$ cat src/rtl/wb_stepper.sv
// wb_stepper: Wishbone-controlled stepper motor pulse generator.
// Generates STEP/DIR/EN_n for a single driver, tracks signed position,
// and raises a level interrupt when a move completes or is aborted.
module wb_stepper #(
    parameter int unsigned PULSE_W   = 10,
    parameter int unsigned DIR_SETUP = 50
) (
    input  logic        clk,
    input  logic        rst,
    input  logic [31:0] wb_adr_i,
    input  logic [31:0] wb_dat_i,
    output logic [31:0] wb_dat_o,
    input  logic [3:0]  wb_sel_i,
    input  logic        wb_we_i,
    input  logic        wb_cyc_i,
    input  logic        wb_stb_i,
    output logic        wb_ack_o,
    output logic        step_o,
    output logic        dir_o,
    output logic        en_n_o,
    output logic        intr
);

    typedef enum logic [1:0] {S_IDLE, S_SETUP, S_HIGH, S_LOW} state_t;

    localparam logic [31:0] PW        = PULSE_W;
    localparam logic [31:0] SETUP_CNT = DIR_SETUP - 1;
    localparam logic [31:0] HIGH_CNT  = PULSE_W - 1;

    state_t             state;
    logic [31:0]        cnt;
    logic [15:0]        remaining;
    logic [15:0]        steps;
    logic [31:0]        period;
    logic signed [31:0] pos;
    logic               dir;
    logic               enable;
    logic               irq_en;
    logic               done;
    logic               aborted;

    // LOW-phase counter preload: the period is clamped so LOW lasts at least one cycle.
    function automatic logic [31:0] low_cycles(input logic [31:0] p);
        logic [31:0] eff;
        eff = (p < PW + 32'd1) ? PW + 32'd1 : p;
        return eff - PW - 32'd1;
    endfunction

    logic       req;
    logic       wr;
    logic [2:0] idx;
    logic       busy;
    logic       wr_ctrl;
    logic       wr_status;
    logic       abort_req;
    logic       start_req;
    logic       kill;
    logic       start_ok;
    logic       finish;
    logic       done_set;
    logic [31:0] rdata;
    logic       unused;

    assign req       = wb_cyc_i & wb_stb_i & ~wb_ack_o;
    assign wr        = req & wb_we_i;
    assign idx       = wb_adr_i[4:2];
    assign busy      = (state != S_IDLE);
    assign wr_ctrl   = wr && (idx == 3'd0);
    assign wr_status = wr && (idx == 3'd1);
    // Dropping ENABLE during a move is treated the same as an explicit ABORT.
    assign abort_req = wr_ctrl & (wb_dat_i[2] | ~wb_dat_i[3]);
    assign start_req = wr_ctrl & wb_dat_i[0] & wb_dat_i[3] & ~wb_dat_i[2];
    assign kill      = busy & abort_req;
    assign start_ok  = ~busy & start_req;
    assign finish    = (state == S_LOW) && (cnt == 32'd0) && (remaining == 16'd0);
    assign done_set  = (start_ok && (steps == 16'd0)) | kill | finish;

    assign en_n_o = ~enable;
    assign intr   = done & irq_en;
    assign unused = ^{wb_sel_i, wb_adr_i[31:5], wb_adr_i[1:0]};

    // Register read multiplexer.
    always_comb begin
        rdata = '0;
        case (idx)
            3'd0:    rdata = {27'd0, irq_en, enable, 1'b0, dir, 1'b0};
            3'd1:    rdata = {29'd0, aborted, done, busy};
            3'd2:    rdata = {16'd0, steps};
            3'd3:    rdata = period;
            3'd4:    rdata = pos;
            default: rdata = '0;
        endcase
    end

    // Bus handshake: single-cycle ack, read data registered alongside it.
    always_ff @(posedge clk) begin
        if (rst) begin
            wb_ack_o <= 1'b0;
            wb_dat_o <= '0;
        end else begin
            wb_ack_o <= req;
            if (req) begin
                wb_dat_o <= rdata;
            end
        end
    end

    // Configuration and status registers; a DONE/ABORTED set beats a same-cycle clear.
    always_ff @(posedge clk) begin
        if (rst) begin
            dir     <= 1'b0;
            enable  <= 1'b0;
            irq_en  <= 1'b0;
            steps   <= '0;
            period  <= '0;
            done    <= 1'b0;
            aborted <= 1'b0;
        end else begin
            if (wr_ctrl) begin
                dir    <= wb_dat_i[1];
                enable <= wb_dat_i[3];
                irq_en <= wb_dat_i[4];
            end
            if (wr && (idx == 3'd2)) steps  <= wb_dat_i[15:0];
            if (wr && (idx == 3'd3)) period <= wb_dat_i;
            if (wr_status && wb_dat_i[1]) done    <= 1'b0;
            if (wr_status && wb_dat_i[2]) aborted <= 1'b0;
            if (done_set) done    <= 1'b1;
            if (kill)     aborted <= 1'b1;
        end
    end

    // Move sequencer: IDLE -> SETUP -> (HIGH -> LOW)*, position updated on each rise.
    always_ff @(posedge clk) begin
        if (rst) begin
            state     <= S_IDLE;
            cnt       <= '0;
            remaining <= '0;
            pos       <= '0;
            step_o    <= 1'b0;
            dir_o     <= 1'b0;
        end else begin
            if (wr && (idx == 3'd4) && !busy) begin
                pos <= signed'(wb_dat_i);
            end
            if (kill) begin
                state  <= S_IDLE;
                step_o <= 1'b0;
            end else begin
                case (state)
                    S_IDLE: begin
                        if (start_ok) begin
                            dir_o     <= wb_dat_i[1];
                            remaining <= steps;
                            if (steps != 16'd0) begin
                                state <= S_SETUP;
                                cnt   <= SETUP_CNT;
                            end
                        end
                    end
                    S_SETUP: begin
                        if (cnt == 32'd0) begin
                            state     <= S_HIGH;
                            step_o    <= 1'b1;
                            cnt       <= HIGH_CNT;
                            pos       <= dir_o ? pos + 32'sd1 : pos - 32'sd1;
                            remaining <= remaining - 16'd1;
                        end else begin
                            cnt <= cnt - 32'd1;
                        end
                    end
                    S_HIGH: begin
                        if (cnt == 32'd0) begin
                            state  <= S_LOW;
                            step_o <= 1'b0;
                            cnt    <= low_cycles(period);
                        end else begin
                            cnt <= cnt - 32'd1;
                        end
                    end
                    S_LOW: begin
                        if (cnt == 32'd0) begin
                            if (remaining != 16'd0) begin
                                state     <= S_HIGH;
                                step_o    <= 1'b1;
                                cnt       <= HIGH_CNT;
                                pos       <= dir_o ? pos + 32'sd1 : pos - 32'sd1;
                                remaining <= remaining - 16'd1;
                            end else begin
                                state <= S_IDLE;
                            end
                        end else begin
                            cnt <= cnt - 32'd1;
                        end
                    end
                    default: state <= S_IDLE;
                endcase
            end
        end
    end

endmodule

$ cat config.mk
export PLATFORM = sky130hd
export DESIGN_NAME = wb_stepper
export DESIGN_NICKNAME = d
export VERILOG_FILES = /design/src/rtl/wb_stepper.sv
export SDC_FILE = /design/constraint.sdc
export NUM_CORES = 1
export LEC_CHECK = 0
export ABC_AREA = 1
export BUFFER_PORTS_ARGS = -buffer_cell sky130_fd_sc_hd__clkbuf_2
export CORE_ASPECT_RATIO = 1.25
export CORE_UTILIZATION = 65
export CTS_CLUSTER_DIAMETER = 40
export CTS_CLUSTER_SIZE = 24
export DETAILED_ROUTE_END_ITERATION = 8
export GPL_ROUTABILITY_DRIVEN = 0
export HOLD_SLACK_MARGIN = 0.05
export MAX_ROUTING_LAYER = met4
export PLACE_DENSITY = 0.87
export SLEW_MARGIN = 0
export SYNTH_ARGS = -nofsm -noshare
export SYNTH_HDL_FRONTEND = slang
export SYNTH_SLANG_ARGS = --single-unit
$ cat constraint.sdc
create_clock -name clk -period 5.6 [get_ports clk]
set_input_delay 0.84 -clock clk [delete_from_list [all_inputs] [get_ports clk]]
set_output_delay 0.84 -clock clk [all_outputs]
set_load 0.03 [all_outputs]
==> results_dict.tcl, run 1 <==
set metrics [dict create \
    slowest_stage "sky130_fd_sc_hd__dfxtp_1" \
    use_met1 0.472 \
    post_synthesis_async_set_or_reset_flop_share 0 \
    top_usage_layer "met2" \
    routed_wirelength_um 34500 \
    postRouteAntennaNets 0 \
    hpwl_um 25300 \
    clk-insertion-delay-late_ns 0.45 \
    power.density_nw_per_um2 550 \
    worstHoldPathType "reg -> reg" \
    finalHoldWorstSlack_ns 0.464 \
    grt.met3_usage 0.0690 \
    diodes 0 \
    critical_path_required_ns 5.93 \
    placed_area_sq_um 11600 \
    drtIter0Drc 1409 \
    post_synth_instance_area_sq_um 11200 \
    clock_tree_root_buffer_cell "sky130_fd_sc_hd__clkbuf_16" \
    critical_path_arrival_ns 3.76 \
    synth_top_flop_cell "sky130_fd_sc_hd__dfxtp_1" \
    synthesis_warning_total 0 \
    groute.usage.overall 0.400 \
    fraction_of_the_cycle_the_final_worst_path_needs 0.611 \
    final_cells 1985 \
    critical_path_class "reg -> reg" \
    clock_tree_from_tritoncts "yes" \
    detailroute.via_count 12286 \
    num-nets-final 1860 \
    route.detailed.vias_per_inst 6.19 \
    crit_path_end_kind "register" \
    grt_max_degree 68 \
    highest_ir_drop_seen_on_vdd_v 0.000463 \
    clock_tree.htree_level_count 4 \
    grt_antenna_before_repair 0 \
    crit_path_max_incr_delay_ns 0.53 \
    drt_pre_antenna_iters 6 \
    synthCells 1710 \
    fin_util 0.726 \
    core_area_sq_um 16800 \
    rsz0062_at_grt "false" \
    report.power.total_mw 6.70 \
    first_pass_grt_wire_length_um 54600 \
    port_buffers 76 \
    clk_pin_slew_worst_paths_ns 0.08 \
    worst_clock_skew_ns 0.0141 \
    holdBufCountCts 0 \
    drive_above_1_share 0.115 \
    pre_cts_slack_ns 1.93 \
    cp-start-kind "register" \
    die_h_um 148 \
    globalRoute.totalOverflow 0 \
    status "finished, final reports clean" \
    place.detailed.instances 1953 \
    num_rows 53 \
    avgRoutedWirePerCell_um 17.4 \
    fp.dieArea_sq_um 17700 \
    setup_tns_ns 0 \
    cp_max_fo 17 \
    dieWidth_um 119 \
    critical_path.cell_chain "inv_1 -> buf_4 -> ha_1 -> nand2_1 -> nor3_1 -> nor2_1 -> o21ai_0 -> nand3_1 -> nand2_1 -> nand2_1 -> nand2_1 -> nand2_1 -> a21oi_1 -> o21ai_1" \
    average_footprint_of_a_synthesized_cell_sq_um 6.52 \
    worstMarginPinSlew_ns 1.09 \
    num_io_pins 110 \
    maxCapViolCount 0 \
    crit_path_frequent_cell "sky130_fd_sc_hd__nand2_1" \
    final-setup-viol-count 0 \
    initial_utilization 0.665 \
    synth-edff-count 0 \
    slew_violations 0 \
    final.min_clock_period_ns 3.42 \
    syn_nets 1818 \
    first_global_vias 11090 \
    cts_sink_count 170 \
    finalWorstSetupSlack_ns 2.18 \
    seq_area_frac_synth 0.305 \
    met2_usage 0.644 \
    ys_seq_elements 170 \
    cts_resized 0 \
    synthToLayoutAreaGrowth_pct 9.22 \
    report.final.hold_viol_count 0 \
    remaining_drc_errors 0 \
    cp_top_family "simple AND/OR/NAND/NOR gates" \
    cts.path.max_buffers 2 \
    postCtsSetupRepairBufs 0 \
    cp.buffers_inverters 2 \
    synth_cell_types 51 \
    cts_inserted_buffers 17 \
    post-route-cell-area_sq_um 12200 \
    slew_headroom 0.270 \
    p_leak_nw 5.69 \
    max_clock_freq_mhz 292 \
]
==> final timing paths <==
kind,start,slack (ns),cells past startpoint,endpoint
max,dir_o,2.18,14,pos[30]
min,remaining[14],0.46,2,remaining[14]
min reg2reg,remaining[14],0.46,2,remaining[14]
max reg2reg,dir_o,2.18,14,pos[30]
==> cell type report <==
cell class | instances | area, sq um
Multi-Input combinational cell | 1295 | 6770
Fill cell | 1381 | 4590
Sequential cell | 170 | 3400
Inverter | 183 | 693
Timing Repair Buffer | 85 | 448
Clock buffer | 17 | 425
Tap cell | 220 | 275
Clock inverter | 15 | 174
==> sequential cells by signal, indices dropped and copies added (netlist names) <==
| signal | flops |
|---|---|
| done | 1 |
| aborted | 1 |
| steps | 16 |
| enable | 1 |
| pos | 32 |
| irq_en | 1 |
| dir | 1 |
| state | 2 |
| cnt | 32 |
| remaining | 16 |
| period | 32 |
| dir_o | 1 |
| wb_dat_o | 32 |
| wb_ack_o | 1 |
| step_o | 1 |
==> per-layer routing <==
metal  wire, um  share of wire
met4       1880          0.054
met5          0              0
met1      13300           0.39
met3       3050          0.088
met2      16300           0.47
==> power by group <==
| group | total (mW) | switching [mW] | internal, mW |
|---|---|---|---|
| Clock | 1.24 | 0.565 | 0.675 |
| Sequential | 1.39 | 0.0859 | 1.31 |
| Combinational | 4.07 | 2.71 | 1.36 |
==> worst register-to-register path, stage by stage (launching register included) <==
cell	delay, ns
sky130_fd_sc_hd__dfxtp_1	0.53
sky130_fd_sc_hd__inv_1	0.36
sky130_fd_sc_hd__buf_4	0.33
sky130_fd_sc_hd__ha_1	0.40
sky130_fd_sc_hd__nand2_1	0.12
sky130_fd_sc_hd__nor3_1	0.19
sky130_fd_sc_hd__nor2_1	0.11
sky130_fd_sc_hd__o21ai_0	0.43
sky130_fd_sc_hd__nand3_1	0.14
sky130_fd_sc_hd__nand2_1	0.16
sky130_fd_sc_hd__nand2_1	0.09
sky130_fd_sc_hd__nand2_1	0.13
sky130_fd_sc_hd__nand2_1	0.09
sky130_fd_sc_hd__a21oi_1	0.16
sky130_fd_sc_hd__o21ai_1	0.08
==> synthesized netlist by cell type, types with 34 or more instances <==
master / instances / share of area
sky130_fd_sc_hd__dfxtp_1: 170 / 0.31
sky130_fd_sc_hd__inv_1: 150 / 0.050
sky130_fd_sc_hd__nand2_1: 388 / 0.13
sky130_fd_sc_hd__ha_1: 34 / 0.038
sky130_fd_sc_hd__nor2_1: 163 / 0.055
sky130_fd_sc_hd__o21ai_1: 36 / 0.016
sky130_fd_sc_hd__nand3_1: 85 / 0.038
sky130_fd_sc_hd__xor2_1: 38 / 0.030
sky130_fd_sc_hd__o21ai_0: 151 / 0.068
sky130_fd_sc_hd__o22ai_1: 34 / 0.019
sky130_fd_sc_hd__a21oi_1: 182 / 0.082
sky130_fd_sc_hd__clkbuf_1: 38 / 0.013
==> layout by cell type, fill, tap and decap left out, types with 4 or more instances in the layout <==
| master | netlist | final |
|---|---|---|
| sky130_fd_sc_hd__nand2_1 | 388 | 388 |
| sky130_fd_sc_hd__a21oi_1 | 182 | 182 |
| sky130_fd_sc_hd__dfxtp_1 | 170 | 170 |
| sky130_fd_sc_hd__nor2_1 | 163 | 163 |
| sky130_fd_sc_hd__o21ai_0 | 151 | 151 |
| sky130_fd_sc_hd__inv_1 | 150 | 150 |
| sky130_fd_sc_hd__nand3_1 | 85 | 85 |
| sky130_fd_sc_hd__clkbuf_2 | 0 | 76 |
| sky130_fd_sc_hd__xor2_1 | 38 | 38 |
| sky130_fd_sc_hd__o21ai_1 | 36 | 36 |
| sky130_fd_sc_hd__o22ai_1 | 34 | 34 |
| sky130_fd_sc_hd__ha_1 | 34 | 34 |
| sky130_fd_sc_hd__inv_2 | 28 | 28 |
| sky130_fd_sc_hd__nand4_1 | 28 | 28 |
| sky130_fd_sc_hd__nor3_1 | 19 | 19 |
| sky130_fd_sc_hd__o22ai_2 | 19 | 19 |
| sky130_fd_sc_hd__xnor2_1 | 18 | 18 |
| sky130_fd_sc_hd__clkbuf_16 | 0 | 17 |
| sky130_fd_sc_hd__nor4_1 | 13 | 13 |
| sky130_fd_sc_hd__nor2_2 | 11 | 11 |
| sky130_fd_sc_hd__a31oi_1 | 9 | 9 |
| sky130_fd_sc_hd__buf_4 | 3 | 9 |
| sky130_fd_sc_hd__inv_6 | 0 | 8 |
| sky130_fd_sc_hd__nand2_2 | 7 | 7 |
| sky130_fd_sc_hd__a21o_1 | 5 | 5 |
| sky130_fd_sc_hd__nor3_2 | 4 | 4 |
| sky130_fd_sc_hd__or2_2 | 4 | 4 |
| sky130_fd_sc_hd__o221ai_1 | 4 | 4 |
| sky130_fd_sc_hd__a211oi_1 | 4 | 4 |
| sky130_fd_sc_hd__or2_0 | 4 | 4 |
| sky130_fd_sc_hd__o21bai_1 | 4 | 4 |
==> logic make-up (layout without fill, tap and decap cells) <==
logic type / after synthesis / count (layout) / share of synthesized area
buf+inv: 245 / 300 / 0.0885
flops: 170 / 170 / 0.305
mux: 1 / 1 / 0.000897
fa+ha+maj: 35 / 35 / 0.0399
simple gates: 743 / 743 / 0.290
compound gates: 460 / 460 / 0.232
xor+xnor: 56 / 56 / 0.0440
(Power assumes the default switching activity.)
==> run 2, diff against run 1 <==
--- a/config.mk
+++ b/config.mk
@@ -8,14 +8,14 @@
 export ABC_AREA = 1
 export BUFFER_PORTS_ARGS = -buffer_cell sky130_fd_sc_hd__clkbuf_2
 export CORE_ASPECT_RATIO = 1.25
-export CORE_UTILIZATION = 65
+export CORE_UTILIZATION = 55
 export CTS_CLUSTER_DIAMETER = 40
 export CTS_CLUSTER_SIZE = 24
 export DETAILED_ROUTE_END_ITERATION = 8
 export GPL_ROUTABILITY_DRIVEN = 0
 export HOLD_SLACK_MARGIN = 0.05
 export MAX_ROUTING_LAYER = met4
-export PLACE_DENSITY = 0.87
+export PLACE_DENSITY = 0.78
 export SLEW_MARGIN = 0
 export SYNTH_ARGS = -nofsm -noshare
 export SYNTH_HDL_FRONTEND = slang
==> constraint.sdc (replaced) <==
create_clock -name clk -period 3 [get_ports clk]
set_input_delay 0.45 -clock clk [delete_from_list [all_inputs] [get_ports clk]]
set_output_delay 0.45 -clock clk [all_outputs]
set_load 0.03 [all_outputs]
==> run 2 against run 1 <==
Compared with the run above:
- total power grew 88%
- worst hold slack got worse by 0.16 ns
- fmax rose by 20%
- sequential share of layout area is 0.44 points lower
- largest cell class unchanged
- largest power group unchanged
- highest routed layer unchanged
==> results_dict.tcl, run 2 (synthesis gave the netlist of run 1 again) <==
set metrics [dict create \
    status "finished, final reports clean" \
    num_io_pins 110 \
    cts_inserted_buffers 17 \
    final.min_clock_period_ns 2.85 \
    holdPathEnd "enable" \
    synthToLayoutAreaGrowth_pct 11.0 \
    finalHoldWorstSlack_ns 0.309 \
    timing.reg2reg.setup_slack_ns 0.15 \
    cts.path.max_buffers 2 \
    hold_path_startpoint "wb_dat_i[3]" \
    worst_clock_skew_ns 0.00864 \
    num-nets-final 1875 \
    core_area_sq_um 19700 \
    setup_tns_ns 0 \
    worstMarginPinSlew_ns 1.05 \
    grt_max_degree 69 \
    grt_antenna_before_repair 0 \
    power.density_nw_per_um2 1020 \
    fin_util 0.629 \
    critical_path_class "reg -> reg" \
    report.power.total_mw 12.6 \
    remaining_drc_errors 0 \
    clock_tree_root_buffer_cell "sky130_fd_sc_hd__clkbuf_16" \
    fraction_of_the_cycle_the_final_worst_path_needs 0.951 \
    clk-insertion-delay-late_ns 0.45 \
    clock_tree.htree_level_count 4 \
    dieWidth_um 129 \
    diodes 0 \
    slew_violations 0 \
    initial_utilization 0.567 \
    clock_tree_from_tritoncts "yes" \
    routed_wirelength_um 34700 \
    num_rows 57 \
    final_common_cell "sky130_fd_sc_hd__nand2_1" \
    final-setup-viol-count 0 \
    drt_pre_antenna_iters 8 \
    report.final.hold_viol_count 0 \
    worstHoldPathType "in -> reg" \
    die_h_um 161 \
    mostFrequentLayoutCells "sky130_fd_sc_hd__nand2_1, sky130_fd_sc_hd__a21oi_1, sky130_fd_sc_hd__dfxtp_1" \
    rsz0062_at_grt "false" \
    postCtsSetupRepairBufs 0 \
    cp_max_fo 24 \
    critical_path_required_ns 3.36 \
    hpwl_um 26100 \
    drive_above_1_share 0.122 \
    cts_resized 0 \
    globalRoute.totalOverflow 0 \
    first_pass_grt_wire_length_um 54600 \
    fp.dieArea_sq_um 20900 \
    postRouteAntennaNets 0 \
    port_buffers 76 \
    crit_path_end_kind "register" \
    slew_headroom 0.296 \
    placed_area_sq_um 11800 \
    groute.usage.overall 0.347 \
    avgRoutedWirePerCell_um 17.0 \
    filler_cell_count 1826 \
    worstHoldPathCells 3 \
    detailroute.via_count 11986 \
    critical_path_arrival_ns 3.22 \
    highest_ir_drop_seen_on_vdd_v 0.000980 \
    holdBufCountCts 0 \
    post-route-cell-area_sq_um 12400 \
    p_leak_nw 5.77 \
    route.detailed.vias_per_inst 5.86 \
    maxCapViolCount 0 \
    cts_sink_count 170 \
    first_global_vias 10861 \
    worst_r2r_path_depth 14 \
    max_clock_freq_mhz 351 \
    clk_pin_slew_worst_paths_ns 0.07 \
    rr_startpoint "remaining[0]" \
    cp-start-kind "register" \
    drtIter0Drc 1145 \
    rr_endpoint "pos[22]" \
]
## run 2: cell types whose count changed in the layout (fill, tap and decap cells not counted)
cell / previous run / this run
sky130_fd_sc_hd__clkinv_8: 0 / 2
sky130_fd_sc_hd__bufinv_16: 2 / 1
sky130_fd_sc_hd__inv_8: 2 / 3
sky130_fd_sc_hd__buf_4: 9 / 22
sky130_fd_sc_hd__buf_12: 0 / 2
sky130_fd_sc_hd__inv_6: 8 / 5
sky130_fd_sc_hd__clkinv_2: 2 / 1
sky130_fd_sc_hd__clkinv_4: 1 / 3
## run 2: routing by layer
metal,share of wire,vias up,routed length (um),global-route usage
li1,-,5853,-,-
met1,0.40,5479,14000,0.423
met2,0.47,532,16300,0.547
met3,0.080,122,2780,0.0600
met4,0.045,0,1550,0.175
met5,0,-,0,-
## run 2: how the worst max path moves through the flow
stage	end	start	cells past startpoint	slack, ns
CTS	pos[22]	remaining[0]	14	0.18
global route	cnt[12]	period[12]	16	0.02
detailed placement	pos[22]	wb_adr_i[4]	9	0.16
finish	pos[22]	remaining[0]	14	0.15
global placement	pos[12]	wb_adr_i[4]	9	0.21
floorplan	pos[30]	dir_o	13	0.12
## run 2: power breakdown
group          total [mW]  switching, mW  leakage, nW  internal (mW)
clock                2.26           1.07        0.291           1.19
sequential           2.58          0.141         1.37           2.44
combinational        7.78           5.14         4.11           2.64
## run 2: critical path: stages (launching register included)
cell	delay [ns]
sky130_fd_sc_hd__dfxtp_1	0.31
sky130_fd_sc_hd__inv_1	0.09
sky130_fd_sc_hd__ha_1	0.19
sky130_fd_sc_hd__nand3_1	0.15
sky130_fd_sc_hd__nor3_1	0.16
sky130_fd_sc_hd__nand4_1	0.17
sky130_fd_sc_hd__nor2_2	0.33
sky130_fd_sc_hd__nor2_8	0.07
sky130_fd_sc_hd__nand2_2	0.13
sky130_fd_sc_hd__nand2_4	0.07
sky130_fd_sc_hd__inv_4	0.10
sky130_fd_sc_hd__nor2_4	0.04
sky130_fd_sc_hd__nor2_2	0.16
sky130_fd_sc_hd__clkinv_2	0.46
sky130_fd_sc_hd__o22ai_1	0.34
## run 2: layout make-up
class / count / area [sq um] / area share
well taps: 265 / 332 / 0.0268
multi-input cells: 1295 / 6770 / 0.547
flip-flops and latches: 170 / 3400 / 0.275
clock inverters: 15 / 174 / 0.0140
inverters: 183 / 693 / 0.0560
clock buffers: 17 / 425 / 0.0344
repair buffers: 100 / 586 / 0.0473
## run 2: through the flow
stage / setup slack, ns / cells
after floorplan: 0.124 / 1710
after CTS: 0.181 / 2045
after detailed placement: 0.159 / 2013
after global routing: 0.0203 / 2045
final: 0.147 / 2045
after global placement: 0.213 / 2013
==> run 3, diff against run 2 <==
--- a/config.mk
+++ b/config.mk
@@ -8,6 +8,7 @@
 export ABC_AREA = 1
 export BUFFER_PORTS_ARGS = -buffer_cell sky130_fd_sc_hd__clkbuf_2
 export CORE_ASPECT_RATIO = 1.25
+export CORE_MARGIN = 4
 export CORE_UTILIZATION = 55
 export CTS_CLUSTER_DIAMETER = 40
 export CTS_CLUSTER_SIZE = 24
==> run 3 against run 2 <==
Compared with the run above:
- clock power is 3% higher
- die area grew 8.5%
- cell area barely moved
- worst setup slack better by 0.031 ns
==> results_dict.tcl, run 3 (synthesis gave the netlist of run 1 again) <==
set metrics [dict create \
    highest_ir_drop_seen_on_vdd_v 0.000797 \
    groute.usage.overall 0.312 \
    drtIter0Drc 1085 \
    status "finished, final reports clean" \
    route.detailed.vias_per_inst 5.79 \
    slew_headroom 0.244 \
    diodes 0 \
    core_area_sq_um 20000 \
    fp.dieArea_sq_um 22600 \
    worstMarginPinSlew_ns 1.13 \
    rr_startpoint "remaining[0]" \
    port_buffers 76 \
    num_io_pins 110 \
    drive_above_1_share 0.121 \
    clk-insertion-delay-late_ns 0.45 \
    first_pass_grt_wire_length_um 55700 \
    p_leak_nw 5.76 \
    worstHoldPathType "in -> reg" \
    clk_pin_slew_worst_paths_ns 0.08 \
    synthToLayoutAreaGrowth_pct 11.0 \
    remaining_drc_errors 0 \
    clock_tree.htree_level_count 4 \
    drt_pre_antenna_iters 6 \
    postCtsSetupRepairBufs 0 \
    final.min_clock_period_ns 2.82 \
    power.density_nw_per_um2 1020 \
    mostFrequentLayoutCells "sky130_fd_sc_hd__nand2_1, sky130_fd_sc_hd__a21oi_1, sky130_fd_sc_hd__dfxtp_1" \
    dieWidth_um 135 \
    worst_clock_skew_ns 0.0118 \
    finalWorstSetupSlack_ns 0.178 \
    grt_antenna_before_repair 0 \
    max_clock_freq_mhz 354 \
    place.detailed.instances 2015 \
    fin_util 0.618 \
    cts_sink_count 170 \
    hpwl_um 26100 \
    cts_resized 0 \
    report.power.total_mw 12.6 \
    post-route-cell-area_sq_um 12400 \
    cts_inserted_buffers 17 \
    worstHoldPathCells 3 \
    slew_violations 0 \
    maxCapViolCount 0 \
    cp_max_fo 24 \
    setup_tns_ns 0 \
    avgRoutedWirePerCell_um 17.0 \
    hold_path_startpoint "wb_dat_i[3]" \
    rsz0062_at_grt "false" \
    routed_wirelength_um 34900 \
    first_global_vias 11179 \
    critical_path_class "reg -> reg" \
    critical_path_required_ns 3.36 \
    num-nets-final 1872 \
    die_h_um 167 \
    cp-start-kind "register" \
    final_common_cell "sky130_fd_sc_hd__nand2_1" \
    holdPathEnd "enable" \
    postRouteAntennaNets 0 \
    grt_max_degree 69 \
    initial_utilization 0.557 \
    final-setup-viol-count 0 \
    crit_path_end_kind "register" \
    rr_endpoint "pos[22]" \
    worst_r2r_path_depth 14 \
    finalHoldWorstSlack_ns 0.320 \
    timing.reg2reg.setup_slack_ns 0.18 \
    report.final.hold_viol_count 0 \
    cts.path.max_buffers 2 \
    critical_path_arrival_ns 3.18 \
    detailroute.via_count 11861 \
    num_rows 58 \
    clock_tree_root_buffer_cell "sky130_fd_sc_hd__clkbuf_16" \
    globalRoute.totalOverflow 0 \
    final_cells 2047 \
    placed_area_sq_um 11800 \
    pre_cts_slack_ns 0.190 \
    holdBufCountCts 0 \
    fraction_of_the_cycle_the_final_worst_path_needs 0.941 \
    clock_tree_from_tritoncts "yes" \
]
run 3: changes by cell type in the layout (fill, tap and decap cells not counted), sizes merged:
cell | previous run | this run
buf | 24 | 21
clkinv | 8 | 7
clkinvlp | 1 | 2
run 3: how the worst max path moves through the flow:
| stage | start | endpoint | cells after the start |
|---|---|---|---|
| after global routing | remaining[0] | pos[13] | 14 |
| after floorplan | dir_o | pos[30] | 13 |
| final | remaining[0] | pos[22] | 14 |
| after global placement | wb_adr_i[4] | pos[13] | 9 |
| after CTS | remaining[0] | pos[22] | 14 |
| after detailed placement | wb_adr_i[4] | pos[12] | 9 |
run 3: layer usage:
layer	up-vias	wire (um)	track usage	share of wire
met5	-	0	-	0
met4	0	1610	0.154	0.046
met3	121	2440	0.0445	0.070
met2	512	16900	0.505	0.48
met1	5392	14000	0.379	0.40
li1	5836	-	-	-
run 3: cell type report:
cell class / instances / area, sq um
Fill cell: 1867 / 7640
Multi-Input combinational cell: 1295 / 6770
Sequential cell: 170 / 3400
Inverter: 183 / 693
Timing Repair Buffer: 97 / 563
Clock buffer: 17 / 425
Tap cell: 270 / 338
Clock inverter: 15 / 195
run 3: critical path: stages, from the launching register on:
cell and delay, ns:
sky130_fd_sc_hd__dfxtp_1 0.31, sky130_fd_sc_hd__inv_1 0.10, sky130_fd_sc_hd__ha_1 0.22, sky130_fd_sc_hd__nand3_1 0.17, sky130_fd_sc_hd__nor3_1 0.16, sky130_fd_sc_hd__nand4_1 0.13
sky130_fd_sc_hd__nor2_2 0.31, sky130_fd_sc_hd__nor2_8 0.07, sky130_fd_sc_hd__nand2_2 0.12, sky130_fd_sc_hd__nand2_4 0.07, sky130_fd_sc_hd__inv_4 0.10, sky130_fd_sc_hd__nor2_4 0.04
sky130_fd_sc_hd__nor2_2 0.16, sky130_fd_sc_hd__clkinv_2 0.46, sky130_fd_sc_hd__o22ai_1 0.32
run 3: power by group:
part | switching (mW) | internal [mW]
registers | 0.143 | 2.44
clock network | 1.12 | 1.21
logic | 5.06 | 2.61
total | 6.33 | 6.25
